[config.mk]
export PLATFORM = sky130hd
export DESIGN_NAME = sub_16b_seq
export DESIGN_NICKNAME = d
export VERILOG_FILES = /design/src/rtl/sub_16b_seq.sv
export SDC_FILE = /design/constraint.sdc
export NUM_CORES = 1
export LEC_CHECK = 0
export ABC_AREA = 0
export CORE_ASPECT_RATIO = 1.5
export CORE_MARGIN = 2
export CORE_UTILIZATION = 45
export CTS_BUF_LIST = sky130_fd_sc_hd__clkbuf_4 sky130_fd_sc_hd__clkbuf_8
export DETAILED_ROUTE_END_ITERATION = 16
export GPL_TIMING_DRIVEN = 0
export PLACE_DENSITY = 0.73
export SYNTH_ARGS = -nofsm -noshare
export SYNTH_HDL_FRONTEND = slang
export SYNTH_SLANG_ARGS = --single-unit
[constraint.sdc]
create_clock -name clk -period 4.15 [get_ports clk]
set_input_delay 0.6225 -clock clk [delete_from_list [all_inputs] [get_ports clk]]
set_output_delay 0.6225 -clock clk [all_outputs]
set_load 0.005 [all_outputs]
[src/rtl/sub_16b_seq.sv]
// -----------------------------------------------------------------------------
// sub_16b_seq
//
// Multi-cycle 16-bit subtractor: D = A - B - B_in.
// The datapath handles one DIGIT-wide slice per clock, least significant
// slice first. The borrow between slices is kept in a register. This block
// sits beside the ALU's combinational adder and gives a low-area subtract or
// compare.
//
// Parameter:
//   DIGIT        bits per cycle. Legal values are 4, 8 and 16.
//                STEPS = 16/DIGIT.
//
// Optional feature:
//   SUB16_SAT_EN When this macro is defined, a signed overflow clamps D to
//                0x7FFF or 0x8000. The clamp is applied on the final slice.
//
// Ports:
//   clk          rising-edge clock
//   rst          synchronous reset, active low
//   in_valid     operands valid
//   in_ready     block can accept operands (combinational)
//   A, B, B_in   minuend, subtrahend, borrow in
//   D            difference. Slices may be partially updated during CALC.
//   B_out        unsigned borrow out (A < B + B_in)
//   Ofl          signed two's-complement overflow
//   Zero         D == 0
//   out_valid    result valid (DONE state)
//   out_ready    consumer accepts result
//   dbg_state_o  current FSM state, for debug and checker binding
//
// Handshake: a transfer happens on a rising edge where valid and ready are
// both 1. A producer holding valid must keep its data stable until that edge.
// in_valid that arrives while the block is busy is left unconsumed.
// -----------------------------------------------------------------------------
module sub_16b_seq #(
  parameter int DIGIT = 4
) (
  input  logic        clk,
  input  logic        rst,
  input  logic        in_valid,
  output logic        in_ready,
  input  logic [15:0] A,
  input  logic [15:0] B,
  input  logic        B_in,
  output logic [15:0] D,
  output logic        B_out,
  output logic        Ofl,
  output logic        Zero,
  output logic        out_valid,
  input  logic        out_ready,
  output logic [1:0]  dbg_state_o
);

  localparam int STEPS = 16 / DIGIT;
  // With one step the slice index still needs one bit. That bit is always 0.
  localparam int IDX_W = (STEPS > 1) ? $clog2(STEPS) : 1;
  localparam logic [IDX_W-1:0] LAST_IDX = IDX_W'(STEPS - 1);

  typedef enum logic [1:0] {
    S_IDLE = 2'd0,
    S_CALC = 2'd1,
    S_DONE = 2'd2
  } state_t;

  state_t           state_q, state_d;
  logic [15:0]      a_q, a_d;
  logic [15:0]      b_q, b_d;
  logic             borrow_q, borrow_d;
  logic [IDX_W-1:0] idx_q, idx_d;
  logic [15:0]      d_q, d_d;
  logic             bout_q, bout_d;
  logic             ofl_q, ofl_d;
  logic             zero_q, zero_d;

  // Slice datapath
  int unsigned      base;
  logic [DIGIT-1:0] slice_a;
  logic [DIGIT-1:0] slice_b;
  logic [DIGIT:0]   sum;
  logic [15:0]      d_calc;
  logic [15:0]      d_fin;
  logic             ofl_calc;
  logic             is_last;
  logic             accept;

  assign in_ready    = (state_q == S_IDLE) || ((state_q == S_DONE) && out_ready);
  assign out_valid   = (state_q == S_DONE);
  assign accept      = in_valid && in_ready;
  assign is_last     = (idx_q == LAST_IDX);
  assign dbg_state_o = state_q;

  assign D     = d_q;
  assign B_out = bout_q;
  assign Ofl   = ofl_q;
  assign Zero  = zero_q;

  // The subtraction is done as A + ~B + ~borrow. A carry out of the slice
  // means that no borrow is needed for the next slice.
  always_comb begin
    base     = 0;
    slice_a  = '0;
    slice_b  = '0;
    sum      = '0;
    d_calc   = d_q;
    d_fin    = d_q;
    ofl_calc = 1'b0;

    base    = int'(idx_q) * DIGIT;
    slice_a = a_q[base +: DIGIT];
    slice_b = b_q[base +: DIGIT];
    sum     = {1'b0, slice_a} + {1'b0, ~slice_b} + {{DIGIT{1'b0}}, ~borrow_q};
    d_calc[base +: DIGIT] = sum[DIGIT-1:0];

    // Only meaningful on the last slice, once d_calc[15] is final.
    ofl_calc = (a_q[15] != b_q[15]) && (d_calc[15] != a_q[15]);
    d_fin    = d_calc;
`ifdef SUB16_SAT_EN
    if (ofl_calc) begin
      d_fin = a_q[15] ? 16'h8000 : 16'h7FFF;
    end
`endif
  end

  // Next-state and register-load logic
  always_comb begin
    state_d  = state_q;
    a_d      = a_q;
    b_d      = b_q;
    borrow_d = borrow_q;
    idx_d    = idx_q;
    d_d      = d_q;
    bout_d   = bout_q;
    ofl_d    = ofl_q;
    zero_d   = zero_q;

    unique case (state_q)
      S_IDLE: begin
        if (accept) begin
          a_d      = A;
          b_d      = B;
          borrow_d = B_in;
          idx_d    = '0;
          state_d  = S_CALC;
        end
      end

      S_CALC: begin
        borrow_d = ~sum[DIGIT];
        if (is_last) begin
          d_d     = d_fin;
          bout_d  = ~sum[DIGIT];
          ofl_d   = ofl_calc;
          zero_d  = (d_fin == 16'h0000);
          idx_d   = '0;
          state_d = S_DONE;
        end else begin
          d_d   = d_calc;
          idx_d = idx_q + 1'b1;
        end
      end

      S_DONE: begin
        if (out_ready) begin
          if (in_valid) begin
            // Back-to-back: the result leaves and new operands load on the
            // same edge. D and the flags hold until the new slices overwrite
            // them.
            a_d      = A;
            b_d      = B;
            borrow_d = B_in;
            idx_d    = '0;
            state_d  = S_CALC;
          end else begin
            state_d = S_IDLE;
          end
        end
      end

      default: begin
        state_d = S_IDLE;
      end
    endcase
  end

  // Reset also discards a calculation in progress.
  always_ff @(posedge clk) begin
    if (!rst) begin
      state_q  <= S_IDLE;
      a_q      <= '0;
      b_q      <= '0;
      borrow_q <= 1'b0;
      idx_q    <= '0;
      d_q      <= '0;
      bout_q   <= 1'b0;
      ofl_q    <= 1'b0;
      zero_q   <= 1'b0;
    end else begin
      state_q  <= state_d;
      a_q      <= a_d;
      b_q      <= b_d;
      borrow_q <= borrow_d;
      idx_q    <= idx_d;
      d_q      <= d_d;
      bout_q   <= bout_d;
      ofl_q    <= ofl_d;
      zero_q   <= zero_d;
    end
  end

endmodule

======== Yosys cells after proc, flatten, opt, wreduce, memory -nomap -nowiden ========
Index checks and enable logic that the tools add are counted.
operators by class
  add/sub/neg operators ................... 4
  equality and inequality tests ........... 9
  shift-type cells ........................ 4
  multiplexer cells ....................... 23
  bitwise operators ....................... 3
  reductions and logical operators ........ 12
operator list
  operator                                                count
  two-way mux 16 bit                                      6
  case mux 16 bit (2 select lines)                        2
  negator 4 -> 34 bit                                     1
  variable shift 4 x 34 -> 16 bit (first input constant)  1
  indexed part select 4 x 34 -> 16 bit                    1
  indexed part select 16 x 5 -> 4 bit                     2
  bitwise mux 16 bit                                      1
  logical NOT 16 bit                                      1
  two-way mux 2 bit                                       7
  case mux 2 bit (3 select lines)                         2
  AND reduction 4 bit                                     2
  != test 2 bit (second input constant)                   3
  adder 4 x 4 -> 5 bit                                    1
  adder 5 x 1 -> 5 bit                                    1
  equality test 2 bit (second input constant)             2
  two-way mux 1 bit                                       4
  NOT 4 bit                                               1
  logical AND 1 bit                                       3
  case mux 1 bit (3 select lines)                         1
  AND reduction 3 bit                                     1
  nonzero test 3 bit                                      1
  adder 2 x 1 -> 2 bit (second input constant)            1
  equality test 2 x 1 -> 1 bit (second input constant)    1
  logical NOT 2 bit                                       1
  6 further kinds                                         8
word-level totals
  register bits after elaboration ......... 56
  input bits .............................. 37
  output and inout port bits .............. 23

======== Longest topological paths before layout ========
Gate-level depths: netlist of run 1.
  depth after elaboration ................. 8
  depth in mapped cells ................... 12

======== Least setup slack after synthesis of run 1 ========
OpenSTA, ideal clock, no wires.
  path kind ............................... register -> register
  from .................................... register idx_q[0]
  to ...................................... register d_q[6], in the netlist D[6]
  arrival ................................. 2818 ps
  slack ................................... 1262 ps
  cell stages (with the launch flop) ...... 11
  period minus slack after synthesis ...... 2888 ps
  cells stage by stage .................... dfxtp_1 > buf_2 > buf_2 > mux4_2 > inv_1 > fa_1 > inv_1 > fa_1 > xor2_1 > or3b_1 > a21oi_1
on the way
  word-level cells in the longest chain between the ends .. 6
  elaborated cells on any way between the ends .. 9
  those cells by class .................... add/sub: 3; shift: 4; mux: 1; bitwise: 1
ends and longest elaborated chain
  item                                  RTL line  RTL
  from (decl)                           70        logic [IDX_W-1:0] idx_q, idx_d;
  from (signal assigned)                203       idx_q <= idx_d;
  indexed part select 16 x 5 -> 4 bit   111       slice_b = b_q[base +: DIGIT];
  NOT 4 bit                             112       sum = {1'b0, slice_a} + {1'b0, ~slice_b} + {{DIGIT{1'b0}}, ~borrow_q};
  adder 4 x 4 -> 5 bit                  112
  adder 5 x 1 -> 5 bit                  112
  indexed part select 4 x 34 -> 16 bit  113       d_calc[base +: DIGIT] = sum[DIGIT-1:0];
  bitwise mux 16 bit *                  113
  to (signal assigned)                  194       d_q <= '0;
  to (signal assigned)                  204       d_q <= d_d;
  to (decl)                             71        logic [15:0] d_q, d_d;
Mark *: on every way between the ends. The rest lies on a longest branch, timed or not.
A chain may end at the register's enable or synchronous reset.

======== Worst setup path after layout of run 1 ========
  from .................................... register idx_q[0]
  to ...................................... register d_q[10], in the netlist D[10]
The elaborated chain is that of the path after synthesis.

==> impl_metrics.tcl, run 1 <==
set metrics [dict create \
    status "complete, no violations" \
    pwr-share-seq_pct 47.8 \
    r2r_end "D[10]" \
    dp.cells 454 \
    syn-cell-area_um2 2700 \
    peakVddDrop_mv 0.221 \
    synth_edf_count 0 \
    fin_worst_skew_ps 3.93 \
    final_cells 462 \
    setup_viol 0 \
    fp.dieW_um 67.2 \
    rr_startpoint "idx_q[0]" \
    cp_max_fo 10 \
    yosys.area.top_type "dfxtp_1" \
    grt_overflow 0 \
    wl_per_cell_um 14.6 \
    path_depth 10 \
    area_growth_pct 29.4 \
    clkSinkCount 56 \
    cts.repair.resized 0 \
    synth_cells 323 \
    endpoint_kind "flop" \
    yosysMostFrequentCell "nand2_1" \
    cts_made_buffers 5 \
    synth_cell_types 41 \
    placement_rows 34 \
    combPwrFrac_pct 22.6 \
    start_util_pct 46.6 \
    cts_tree "done" \
    synth_top_area_share_pct 41.6 \
    cts_hold_buf 0 \
    first_global_vias 2428 \
    cap_violations 0 \
    path_buf_inv 4 \
    ys_warn_count 0 \
    clkLatencyLatePin_ps 300 \
    finalPower_mw 1.22 \
    grt_max_degree 17 \
    switchingPower_uw 337 \
    slew-limit-headroom_pct 57.5 \
    clock.fmax_mhz 298 \
    fin_nets 437 \
    synth_flop_cell "dfxtp_1" \
    vias_per_cell 5.29 \
    synth.avg_cell_area_um2 8.35 \
    period_share_pct 80.8 \
    synth_common_cells "nand2_1, dfxtp_1, a21oi_1" \
    cts_max_level 2 \
    p_leak_nw 1.27 \
    crit_required_ps 4380 \
    cp_data_arrival_time_ps 3580 \
    worstSetupPathType "reg2reg" \
    swShare_pct 27.7 \
    rsz0062_at_grt "false" \
    hold_class "reg2reg" \
    antenna_found_initial 0 \
    crit_chain "buf_2 > buf_2 > mux4_2 > inv_1 > fa_1 > inv_1 > fa_1 > xor2_1 > or3b_1 > a21oi_1" \
    fin_util_pct 60.3 \
    root_buffer "clkbuf_8" \
    async_flop_share_pct 0 \
    hold_depth 2 \
    drtIter0Drc 111 \
    pwr-share-clk_pct 29.6 \
    drv_slew 0 \
    startpoint_type "flop" \
    seq_area_frac_synth_pct 41.6 \
    worstSetupStartpoint "idx_q[0]" \
    rrSetupSlack_ps 800 \
    crit_path_max_incr_delay_ps 540 \
    cp-endpoint "D[10]" \
    intPower_uw 882 \
    dp_hpwl_um 5190 \
    drive_above_1_share_pct 7.18 \
    antenna_cells 0 \
    grt_pass1_wl_um 11400 \
    clockBufferDepth 2 \
    synthTopCellsByArea "dfxtp_1, nand2_1, a21oi_1" \
    gp_congestion 0.908 \
    drt_wl_total_um 6740 \
    period_minus_slack_ps 3350 \
    path_delay_family "buffers and inverters" \
    die_h_um 98.8 \
    tightest_slew_ps 637 \
    fillerInstances 555 \
    ant_nets 0 \
    dieArea_um2 6640 \
    grt_util_all_layers_pct 22.5 \
    tns_ps 0 \
    cpMaxStageDelayCell "mux4_2" \
    port_buffers 59 \
    core_area_um2 5790 \
    synth_nets 371 \
    ff2ff_path_depth 10 \
    pin_count 60 \
    drcViolationCount 0 \
    synth_seq_cells 56 \
    cts_setup_buffers 0 \
    first_pass_iters 4 \
    hold_violations 0 \
    clk_pin_slew_ps 100 \
    vias 2444 \
    p_per_area_nw_per_um2 350 \
]
[cell families (layout without fill, tap and decap cells)]
| family | count (synthesis) | after routing | share of synthesized area, % |
|---|---|---|---|
| multiplexers | 10 | 10 | 7.42 |
| AO/OA/AOI/OAI | 75 | 75 | 16.3 |
| adder cells (fa/ha/maj) | 11 | 11 | 5.66 |
| AND/OR/NAND/NOR | 137 | 137 | 23.3 |
| XOR/XNOR | 2 | 2 | 0.650 |
| flip-flops | 56 | 56 | 41.6 |
| buffers and inverters | 32 | 99 | 5.01 |
[power groups by stage]
stage	sequential [mW]	clock [mW]	combinational [mW]
after global placement	0.593	0	0.274
after floorplan	0.590	0	0.174
after global routing	0.586	0.385	0.309
final	0.582	0.361	0.276
after CTS	0.582	0.364	0.276
after detailed placement	0.595	0	0.275
[registers in the layout, summed over array words and instances, names as in the netlist]
signal / count
b_q: 16
dbg_state_o: 2
idx_q: 2
D: 16
B_out: 1
Ofl: 1
borrow_q: 1
a_q: 16
Zero: 1
[through the flow]
| step | hold slack, ps | setup slack [ps] | cell area [um^2] |
|---|---|---|---|
| 2_1_floorplan | 433 | 1260 | 2700 |
| 3_3_place_gp | 441 | 850 | 3380 |
| 3_5_place_dp | 446 | 815 | 3380 |
| 4_1_cts | 460 | 773 | 3490 |
| 5_1_grt | 484 | 535 | 3490 |
| 6_report | 460 | 797 | 3490 |
[cell type report]
| class | count | area, um^2 | area share (%) |
|---|---|---|---|
| Tap cell | 72 | 90.1 | 2.58 |
| Clock inverter | 2 | 35.0 | 1.00 |
| Clock buffer | 6 | 76.3 | 2.19 |
| Sequential cell | 56 | 1120 | 32.1 |
| Multi-Input combinational cell | 235 | 1440 | 41.3 |
| Buffer | 18 | 82.6 | 2.37 |
| Timing Repair Buffer | 59 | 591 | 16.9 |
| Inverter | 14 | 52.6 | 1.51 |
[layer usage]
layer / part of all wire, % / vias to the layer above / track usage (%)
met5: 0 / - / 0
met4: 1.3 / 0 / 6.59
met3: 3.3 / 7 / 2.85
met2: 57 / 61 / 41.9
met1: 39 / 1142 / 25.8
li1: - / 1234 / -
[cells in the final DEF (no fill, tap or decap), types with 3 or more instances in the layout]
cell and count:
a211oi_1 5, a21oi_1 48, a22oi_1 6, buf_2 6, clkbuf_1 11, clkbuf_8 5
clkdlybuf4s50_1 59, dfxtp_1 56, ha_1 9, inv_1 13, mux4_2 8, nand2_1 84
nand2b_1 4, nor2_1 23, nor2b_1 5, nor3_1 4, o21ai_0 3, o22ai_1 3
or3b_1 4
[worst min path at each step]
stage                     slack (ps)  endpoint     from
after floorplan                  430   a_q[10]  a_q[10]
after global placement           440    b_q[2]   b_q[2]
after detailed placement         450   b_q[11]  b_q[11]
after CTS                        460   b_q[11]  b_q[11]
after global routing             480   a_q[12]  a_q[12]
final                            460   a_q[12]  a_q[12]
[worst min-delay path: cells and delay by family, from the launching register on]
| family | cells | cell delay, ps |
|---|---|---|
| AO/OA/AOI/OAI | 1 | 50 |
| AND/OR/NAND/NOR | 1 | 50 |
| flip-flops | 1 | 320 |
Note: power is estimated with default switching activity, not from simulation.
==> run 2, diff against run 1 <==
Clock period 4.15 ns to 3.4 ns, I/O delays scaled along.
==> impl_metrics.tcl, run 2 (synthesis results as in run 1) <==
set metrics [dict create \
    cap_violations 0 \
    slew-limit-headroom_pct 62.0 \
    wl_per_cell_um 14.5 \
    clkSinkCount 56 \
    clock.fmax_mhz 313 \
    startpoint_type "flop" \
    min_from "a_q[4]" \
    drcViolationCount 0 \
    seq_area_um2 1120 \
    dpl_cell_area_um2 3380 \
    mostFrequentLayoutCells "nand2_1, clkdlybuf4s50_1, dfxtp_1" \
    cts_max_level 2 \
    clockBufferDepth 2 \
    fp.dieW_um 67.2 \
    antenna_cells 0 \
    root_buffer "clkbuf_8" \
    vias 2449 \
    drt_wl_total_um 6720 \
    grt_overflow 0 \
    grt_util_all_layers_pct 22.5 \
    rr_startpoint "idx_q[0]" \
    drv_slew 0 \
    dp_hpwl_um 5190 \
    ff2ff_path_depth 10 \
    tightest_slew_ps 570 \
    fin_worst_skew_ps 5.31 \
    dp.cells 454 \
    final_area_um2 3500 \
    min_to "a_q[4]" \
    cts_tree "done" \
    hold_class "reg2reg" \
    area_growth_pct 29.7 \
    cts_setup_buffers 0 \
    final_cells 462 \
    cp_max_fo 10 \
    endpoint_kind "flop" \
    crit_required_ps 3650 \
    first_global_vias 2428 \
    r2r_end "Zero" \
    worstSetupPathType "reg2reg" \
    finalPower_mw 1.49 \
    drtIter0Drc 121 \
    fin_util_pct 60.5 \
    clk_pin_slew_ps 100 \
    p_leak_nw 1.27 \
    start_util_pct 46.6 \
    fin_nets 437 \
    period_minus_slack_ps 3190 \
    drive_above_1_share_pct 7.44 \
    placement_rows 34 \
    cts_made_buffers 5 \
    clkLatencyLatePin_ps 310 \
    rrSetupSlack_ps 210 \
    core_area_um2 5790 \
    grt_pass1_wl_um 11400 \
    dieArea_um2 6640 \
    gp_congestion 0.908 \
    rsz0062_at_grt "false" \
    hold_depth 2 \
    setup_viol 0 \
    hold_violations 0 \
    multi_input_area_um2 1450 \
    pin_count 60 \
    first_pass_iters 4 \
    p_per_area_nw_per_um2 427 \
    ant_nets 0 \
    cts_hold_buf 0 \
    port_buffers 59 \
    cp_data_arrival_time_ps 3440 \
    die_h_um 98.8 \
    tns_ps 0 \
    grt_max_degree 17 \
    status "complete, no violations" \
    antenna_found_initial 0 \
    fillerInstances 552 \
    period_share_pct 93.9 \
    final_common_cell "nand2_1" \
    peakVddDrop_mv 0.270 \
    vias_per_cell 5.30 \
]
run 2: changes by cell type in the layout (fill, tap and decap cells not counted):
cell      previous run  this run
clkbuf_4             1         2
xor2_1               1         0
buf_2                6         5
xor2_2               0         1
run 2: per-layer routing:
metal | up-vias | track usage, % | wire length (um)
met5 | - | 0 | 0
met4 | 0 | 6.59 | 135
met3 | 11 | 2.85 | 214
met2 | 60 | 41.9 | 3770
met1 | 1142 | 25.8 | 2600
li1 | 1236 | - | -
run 2: area by class of cell:
| cell class | instances | area share (%) |
|---|---|---|
| buffer | 18 | 2.43 |
| clock buffer | 6 | 2.18 |
| clock inverter | 2 | 1.00 |
| inverter | 14 | 1.50 |
| multi-input combinational | 235 | 41.4 |
| sequential | 56 | 32.0 |
| tap | 72 | 2.58 |
| timing repair buffer | 59 | 16.9 |
run 2: worst max path at each step:
| stage | from | cells past startpoint | slack [ps] | to |
|---|---|---|---|---|
| 4_1_cts | idx_q[0] | 10 | 20 | D[10] |
| 3_5_place_dp | idx_q[0] | 10 | 60 | D[10] |
| 2_1_floorplan | idx_q[0] | 10 | 510 | D[6] |
| 6_report | idx_q[0] | 10 | 210 | Zero |
| 5_1_grt | idx_q[0] | 10 | 20 | D[10] |
| 3_3_place_gp | idx_q[0] | 10 | 100 | D[10] |
run 2: timing repair:
item	in CTS	in global routing
endpoints found under the setup margin	0	4
gates resized for setup	0	2
endpoints found under the hold margin	0	0
run 2: through the flow:
step                      hold slack (ps)  worst slack [ps]
after floorplan                       433               512
after global placement                441               100
after detailed placement              446              64.8
after CTS                             460              23.3
after global routing                  484              17.9
final                                 460               208
run 2: where the power goes:
part / switching [mW] / internal (mW) / total, mW
Combinational: 0.179 / 0.161 / 0.340
Sequential: 0.0208 / 0.690 / 0.711
Clock: 0.215 / 0.227 / 0.442
run 2: worst max-delay path, stage by stage (launching register included):
cell       delay (ps)
dfxtp_1           400
buf_2             250
clkbuf_4          300
mux4_2            550
fa_1              420
inv_1              80
fa_1              520
a2bb2oi_1         190
a21oi_1           160
nand4_1           120
o21ai_1           130
==> run 3, diff against run 2 <==
Settings changed: SLEW_MARGIN from default to 15.
==> results of run 3 <==
The final DEF is identical to that of run 2; final timing and power are the same.
